[src/rtl/lexington_pkg.sv]
// Shared types and defaults for the AXI4-Lite single-transfer master.
package lexington_pkg;

   localparam int DEFAULT_AXI_ADDR_WIDTH = 32;
   localparam int DEFAULT_AXI_TIMEOUT = 255;

   typedef enum logic [1:0] {
      OKAY   = 2'b00,
      EXOKAY = 2'b01,
      SLVERR = 2'b10,
      DECERR = 2'b11
   } axi_resp_t;

   typedef enum logic [1:0] {
      ST_IDLE,
      ST_ADDR,
      ST_RESP,
      ST_DONE
   } axi_lite_state_t;

   // Anything other than OKAY (EXOKAY included) is reported to the core as a fault.
   function automatic logic resp_is_error(input logic [1:0] resp);
      return resp != OKAY;
   endfunction

endpackage

[src/rtl/axi_lite_master_watchdog.sv]
// Response watchdog: counts consecutive cycles with 'run' high and flags the LIMIT-th one.
module axi_watchdog
   import lexington_pkg::*;
#(
   parameter int LIMIT = DEFAULT_AXI_TIMEOUT
) (
   input  logic clk,
   input  logic rst,
   input  logic run,
   output logic expired
);

   localparam int CW = $clog2(LIMIT + 1);

   logic [CW-1:0] count;

   always_ff @(posedge clk) begin
      if (rst || !run) begin
         count <= '0;
      end else begin
         count <= count + CW'(1);
      end
   end

   assign expired = run && (count == CW'(LIMIT - 1));

endmodule

[src/rtl/axi_lite_master.sv]
// Bridges a stalling core read/write request onto AXI4-Lite, one transfer at a time.
// Optional response watchdog enabled by defining AXI_TIMEOUT_EN.
module axi_lite_master
   import lexington_pkg::*;
#(
   parameter int AXI_ADDR_WIDTH = DEFAULT_AXI_ADDR_WIDTH,
   parameter int TIMEOUT_CYCLES = DEFAULT_AXI_TIMEOUT
) (
   input  logic                      clk,
   input  logic                      rst,
   input  logic                      rd_en,
   input  logic                      wr_en,
   input  logic [AXI_ADDR_WIDTH-1:0] addr,
   input  logic [31:0]               wr_data,
   input  logic [3:0]                wr_strobe,
   output logic [31:0]               rd_data,
   output logic                      access_fault,
   output logic                      busy,
   output logic [AXI_ADDR_WIDTH-1:0] m_axi_awaddr,
   output logic [2:0]                m_axi_awprot,
   output logic                      m_axi_awvalid,
   input  logic                      m_axi_awready,
   output logic [31:0]               m_axi_wdata,
   output logic [3:0]                m_axi_wstrb,
   output logic                      m_axi_wvalid,
   input  logic                      m_axi_wready,
   input  logic [1:0]                m_axi_bresp,
   input  logic                      m_axi_bvalid,
   output logic                      m_axi_bready,
   output logic [AXI_ADDR_WIDTH-1:0] m_axi_araddr,
   output logic [2:0]                m_axi_arprot,
   output logic                      m_axi_arvalid,
   input  logic                      m_axi_arready,
   input  logic [31:0]               m_axi_rdata,
   input  logic [1:0]                m_axi_rresp,
   input  logic                      m_axi_rvalid,
   output logic                      m_axi_rready
);

   if (TIMEOUT_CYCLES < 1) begin : g_bad_timeout
      $error("axi_lite_master: TIMEOUT_CYCLES must be at least 1");
   end

   axi_lite_state_t state, state_next;

   logic [AXI_ADDR_WIDTH-1:0] addr_q;
   logic [31:0]               wdata_q;
   logic [3:0]                strb_q;
   logic                      write_q;
   logic                      aw_done;
   logic                      w_done;
   logic [31:0]               rd_data_q;
   logic                      fault_q;

   logic request;
   logic accept;
   logic aw_hs, w_hs, ar_hs;
   logic resp_hit;
   logic timed_out;
   logic stale_bready;
   logic stale_rready;

`ifdef AXI_TIMEOUT_EN
   logic stale;
   logic stale_write;

   // A timed-out transfer leaves its ready raised so the late response is swallowed.
   axi_watchdog #(
      .LIMIT(TIMEOUT_CYCLES)
   ) u_watchdog (
      .clk    (clk),
      .rst    (rst),
      .run    ((state == ST_RESP) && !resp_hit),
      .expired(timed_out)
   );

   always_ff @(posedge clk) begin
      if (rst) begin
         stale       <= 1'b0;
         stale_write <= 1'b0;
      end else if (timed_out) begin
         stale       <= 1'b1;
         stale_write <= write_q;
      end else if (stale && (stale_write ? m_axi_bvalid : m_axi_rvalid)) begin
         stale <= 1'b0;
      end
   end

   assign stale_bready = stale && stale_write;
   assign stale_rready = stale && !stale_write;
   assign accept       = request && !stale;
`else
   assign timed_out    = 1'b0;
   assign stale_bready = 1'b0;
   assign stale_rready = 1'b0;
   assign accept       = request;
`endif

   assign request = rd_en || wr_en;
   assign busy    = !rst && request && (state != ST_DONE);

   assign m_axi_awaddr  = addr_q;
   assign m_axi_araddr  = addr_q;
   assign m_axi_wdata   = wdata_q;
   assign m_axi_wstrb   = strb_q;
   assign m_axi_awprot  = 3'b000;
   assign m_axi_arprot  = 3'b000;
   assign m_axi_awvalid = !rst && (state == ST_ADDR) && write_q && !aw_done;
   assign m_axi_wvalid  = !rst && (state == ST_ADDR) && write_q && !w_done;
   assign m_axi_arvalid = !rst && (state == ST_ADDR) && !write_q;
   assign m_axi_bready  = !rst && (((state == ST_RESP) && write_q) || stale_bready);
   assign m_axi_rready  = !rst && (((state == ST_RESP) && !write_q) || stale_rready);

   assign aw_hs    = m_axi_awvalid && m_axi_awready;
   assign w_hs     = m_axi_wvalid && m_axi_wready;
   assign ar_hs    = m_axi_arvalid && m_axi_arready;
   assign resp_hit = (state == ST_RESP) && (write_q ? m_axi_bvalid : m_axi_rvalid);

   assign rd_data      = rd_data_q;
   assign access_fault = fault_q && (state == ST_DONE);

   // Write address and data may complete in either order; leave ADDR once both have.
   always_comb begin
      state_next = state;
      case (state)
         ST_IDLE: begin
            if (accept) state_next = ST_ADDR;
         end
         ST_ADDR: begin
            if (write_q) begin
               if ((aw_done || aw_hs) && (w_done || w_hs)) state_next = ST_RESP;
            end else if (ar_hs) begin
               state_next = ST_RESP;
            end
         end
         ST_RESP: begin
            if (resp_hit || timed_out) state_next = ST_DONE;
         end
         ST_DONE: begin
            state_next = ST_IDLE;
         end
         default: state_next = ST_IDLE;
      endcase
   end

   always_ff @(posedge clk) begin
      if (rst) begin
         state     <= ST_IDLE;
         addr_q    <= '0;
         wdata_q   <= '0;
         strb_q    <= '0;
         write_q   <= 1'b0;
         aw_done   <= 1'b0;
         w_done    <= 1'b0;
         rd_data_q <= '0;
         fault_q   <= 1'b0;
      end else begin
         state <= state_next;
         if ((state == ST_IDLE) && accept) begin
            addr_q  <= addr;
            wdata_q <= wr_data;
            strb_q  <= wr_strobe;
            write_q <= wr_en;
            aw_done <= 1'b0;
            w_done  <= 1'b0;
         end
         if (state == ST_ADDR) begin
            if (aw_hs) aw_done <= 1'b1;
            if (w_hs) w_done <= 1'b1;
         end
         // Writes report zero read data so a stale read value never looks current.
         if (resp_hit) begin
            rd_data_q <= write_q ? 32'h0 : m_axi_rdata;
            fault_q   <= resp_is_error(write_q ? m_axi_bresp : m_axi_rresp);
         end else if (timed_out) begin
            rd_data_q <= 32'h0;
            fault_q   <= 1'b1;
         end
      end
   end

endmodule

[config.mk]
export PLATFORM = sky130hd
export DESIGN_NAME = axi_lite_master
export DESIGN_NICKNAME = d
export VERILOG_FILES = /design/src/rtl/lexington_pkg.sv /design/src/rtl/axi_lite_master_watchdog.sv /design/src/rtl/axi_lite_master.sv
export SDC_FILE = /design/constraint.sdc
export NUM_CORES = 1
export LEC_CHECK = 0
export BUFFER_PORTS_ARGS = -buffer_cell sky130_fd_sc_hd__buf_4
export CORE_MARGIN = 3
export CORE_UTILIZATION = 35
export CTS_CLUSTER_DIAMETER = 40
export DETAILED_ROUTE_END_ITERATION = 12
export HOLD_SLACK_MARGIN = 0.1
export PLACE_DENSITY_LB_ADDON = 0.1
export SYNTH_ARGS = -nofsm -noshare
export SYNTH_HDL_FRONTEND = slang
export SYNTH_HIERARCHICAL = 1
export SYNTH_SLANG_ARGS = --single-unit
[constraint.sdc]
create_clock -name clk -period 1.7 [get_ports clk]
set_input_delay 0.51 -clock clk [delete_from_list [all_inputs] [get_ports clk]]
set_output_delay 0.51 -clock clk [all_outputs]
set_load 0.05 [all_outputs]
# Word-level counts from Yosys, hierarchy flattened
# Index checks and enable logic that the tools add are counted.
[op_classes]
eq_ne = 8
n_mux = 15
reduce_logical = 28
[op_table]
columns = ["op", "count"]
rows = [
  ["$mux 32", 1],
  ["$logic_and 1x1->1", 18],
  ["$mux 2", 6],
  ["$pmux 2 s4", 1],
  ["$mux 1", 7],
  ["$ne 2x2->1 const B", 3],
  ["$eq 2x2->1 const B", 2],
  ["$logic_not 1->1", 4],
  ["$reduce_and 4->1", 1],
  ["$logic_or 1x1->1", 3],
  ["$ne 3x2->1 const B", 1],
  ["$ne 3x3->1 const B", 1],
  ["$eq 2x1->1 const B", 1],
  ["$logic_not 2->1", 1],
  ["$reduce_bool 2->1", 1],
]
[totals]
reg_bits = 106
input_bits = 113
output_inout_bits = 145
elab_cells = 60

# Depth between registers and ports, before layout
[depth]
depth_word = 10
depth_mapped = 8

# Least setup slack after synthesis
# Ideal clock, no wire load.
[synth_path]
path_kind = "input-to-output"
startpoint = "input rst"
endpoint = "output m_axi_awvalid"
t_arrival_ns = 1.799
required_ns = 1.190
path_slack_ns = -0.609
cell_stages = 2
path_cell_list = "clkbuf_1 nor3_1"
[synth_via]
elab_chain_cells = 4
[synth_lines]
columns = ["element", "line", "source"]
rows = [
  ["start, declared", "axi_lite_master.sv:10", "input logic rst,"],
  ["$logic_not 1->1", "axi_lite_master.sv:108", "assign m_axi_awvalid = !rst && (state == ST_ADDR) && write_q && !aw_done;"],
  ["$logic_and 1x1->1 (3 in series)", "axi_lite_master.sv:108", ""],
  ["end, declared", "axi_lite_master.sv:21", "output logic m_axi_awvalid,"],
]
# No other way between the ends.

# Worst setup path in the final report
[layout_path]
startpoint = "register state[1]"
endpoint = "output m_axi_arvalid"
[layout_via]
elab_chain_cells = 3
[layout_lines]
columns = ["element", "line", "source"]
rows = [
  ["start, declared", "axi_lite_master.sv:44", "axi_lite_state_t state, state_next;"],
  ["start signal, assigned", "axi_lite_master.sv:158", "state <= state_next;"],
  ["$eq 2x1->1", "axi_lite_master.sv:110", "assign m_axi_arvalid = !rst && (state == ST_ADDR) && !write_q;"],
  ["$logic_and 1x1->1 (2 in series)", "axi_lite_master.sv:110", ""],
  ["end, declared", "axi_lite_master.sv:32", "output logic m_axi_arvalid,"],
]
# No other way between the ends.

==> impl_metrics.yaml <==
cells_and_area:
  final_nets: 867
  synthToLayoutAreaGrowth_pct: 53.5
  drive_gt1_share_pct: 40.8
  final_cells: 916
  diodes: 0
  fin_area_sq_um: 6640
global_routing:
  grt_max_degree: 64
  grt_usage_pct: 17.6
  grt_pass1_wl_um: 19000
  grt-ovfl-total: 0
  antenna_found_initial: 0
  grt_pass1_vias: 3914
timing:
  fin_skew_ns: 0.00286
  hold_ws_ns: 0.416
  rsz0062_at_grt: "yes"
  fin_crit_ns: 1.83
  final_max_slew_viol_count: 0
  setup-violations-final: 7
  slew_headroom_pct: 54.7
  hold_viol: 0
  period_share_pct: 107
  tightest_slew_ns: 0.679
  finalWorstSetupSlack_ns: -0.125
  clock.fmax_mhz: 548
worst_setup_path:
  crit_type: "flop to output pin"
  crit_path_max_fanout: 4
  startpoint_type: "flop"
  worstPathArrival_ns: 1.32
  reg2reg_slack_ns: 0.11
  crit_path_end_kind: "output pin"
  critPathRequiredTime_ns: 1.19
logic_synthesis:
  synthCells: 538
  netlist-cell-type-count: 28
  avgSynthCellArea_sq_um: 8.04
  ys_ff_latch: 106
  synth_top_cell_area_share_pct: 49.1
  syn_area_sq_um: 4330
  ys.flop_type: "dfxtp_1"
  synth_edf_count: 0
  yosys_warnings: 6
  synthTopCellsByCount: "nand2_1 (173), dfxtp_1 (106), a21oi_1 (105), buf_4 (39), nand4b_1 (32)"
  synth-async-reset-ratio_pct: 0
  synth_most_common_cell: "nand2_1"
  synth_top_area_cell: "dfxtp_1"
  synthTopCellsByArea: "dfxtp_1 (49%), nand2_1 (15%), a21oi_1 (12%)"
  seq_area_frac_synth_pct: 49.1
placement:
  gp_congestion: 0.745
  buffer_ports.inserted: 251
  placed_cell_area_sq_um: 6240
  place_inst: 895
  hpwl_um: 9600
  dpl_worst_slack_ns: -0.110
clocking:
  root_buffer: "clkbuf_16"
  cts.sinks: 106
  cts_tree: "yes"
  cts.clk_slew.worst_paths_ns: 0.06
  htreeDepth: 3
  clkLatencyLatePin_ns: 0.34
  cts.path.max_buffers: 2
  numCtsBuffers: 9
routing:
  routedWlPerCell_um: 14.4
  viasPerCell: 4.68
  drtAntennaViolNets: 0
  drt-initial-drc-count: 246
  vias: 4285
  drc_errors: 0
  wirelength_um: 13200
  first_pass_iters: 4
power:
  p_leak_nw: 2.98
  powerDensity_nw_per_um2: 1560
  ir_drop_v: 0.000752
  fin_total_pwr_mw: 10.4
run_status:
  status: "finished, violations left"
  failed_checks: "setup timing"
floorplanning:
  coreArea_sq_um: 11800
  io_pins: 258
  die_area_sq_um: 13700
  die_h_um: 117
  rows: 39
  initial_core_util_pct: 36.8
  die_w_um: 117
run:
  cap_violations: 0
min_path:
  hold_class: "input port to flop"
critical path, cell delays in order (launching register included):
cell     delay, ns
dfxtp_4       0.36
inv_4         0.06
ha_4          0.16
inv_4         0.04
nor3_4        0.16
buf_6         0.18
placed cells by master, fill, tap and decap left out, types with 2 or more instances in the layout:
cell and n:
dfxtp_1 103, dfxtp_4 3, nor2_1 5, nor3b_1 2, buf_6 4, buf_4 265
nand4b_1 32, buf_8 2, a211oi_1 2, clkbuf_1 4, nor3_4 4, buf_12 5
mux2i_1 2, nand2b_1 3, ha_1 3, clkbuf_16 9, a21oi_1 105, inv_4 2
conb_1 6, ha_4 2, nand2_1 171
routing by layer:
metal	vias to the layer above	share of wire, %	GRT usage [%]
met3	18	8.8	5.45
li1	2160	-	-
met1	1934	39	19.8
met2	173	50	30.9
met5	-	0	0
met4	0	1.8	7.03
area by class of cell:
type	instances	area [sq um]
clock buffers	14	254
inverters	3	16.3
well taps	164	205
flip-flops and latches	106	2130
multi-input cells	353	1870
fillers	1122	5120
repair buffers	276	2160
where the power goes:
group | switching, mW | leakage [nW] | internal (mW)
Combinational | 3.57 | 1.98 | 1.75
Sequential | 0.291 | 0.870 | 2.93
Clock | 0.816 | 0.123 | 1.02
flip-flops by register name, indices dropped and copies added, names as in the netlist:
signal and cells:
w_done 1, fault_q 1, write_q 1, m_axi_araddr 32, state 2, m_axi_wstrb 4
aw_done 1, m_axi_wdata 32, rd_data 32
worst paths after layout:
| check | from | to | cells past startpoint |
|---|---|---|---|
| worst max-delay path | state[1] | m_axi_arvalid | 5 |
| worst min-delay path | wr_data[1] | m_axi_wdata[1] | 3 |
| worst min register to register | m_axi_wdata[26] | m_axi_wdata[26] | 2 |
| worst max register to register | state[1] | state[0] | 7 |
kinds of logic after synthesis:
logic type | after synthesis | synth area share (%)
mux | 2 | 0.463
simple gates | 227 | 24.3
other cells | 1 | 0.0867
buf+inv | 84 | 11.1
compound gates | 113 | 13.6
flops | 106 | 49.1
fa+ha+maj | 5 | 1.45
metrics by stage:
stage | TNS (ns) | util [%]
3_5_place_dp | -0.183 | 53.0
2_1_floorplan | 0 | -
6_report | -0.762 | 56.5
4_1_cts | -0.916 | 56.4
3_3_place_gp | -0.0930 | 53.0
5_1_grt | -1.13 | 56.5
what timing repair did:
action / CTS / global route
setup buffers: 7 / 0
hold endpoints to repair: 0 / 0
pin swaps: 4 / 1
hold buffers: 0 / 0
setup endpoints to repair: 7 / 9
cloned: 0 / 0
resized for setup: 27 / 2
Power figures use the tool's default switching activity.
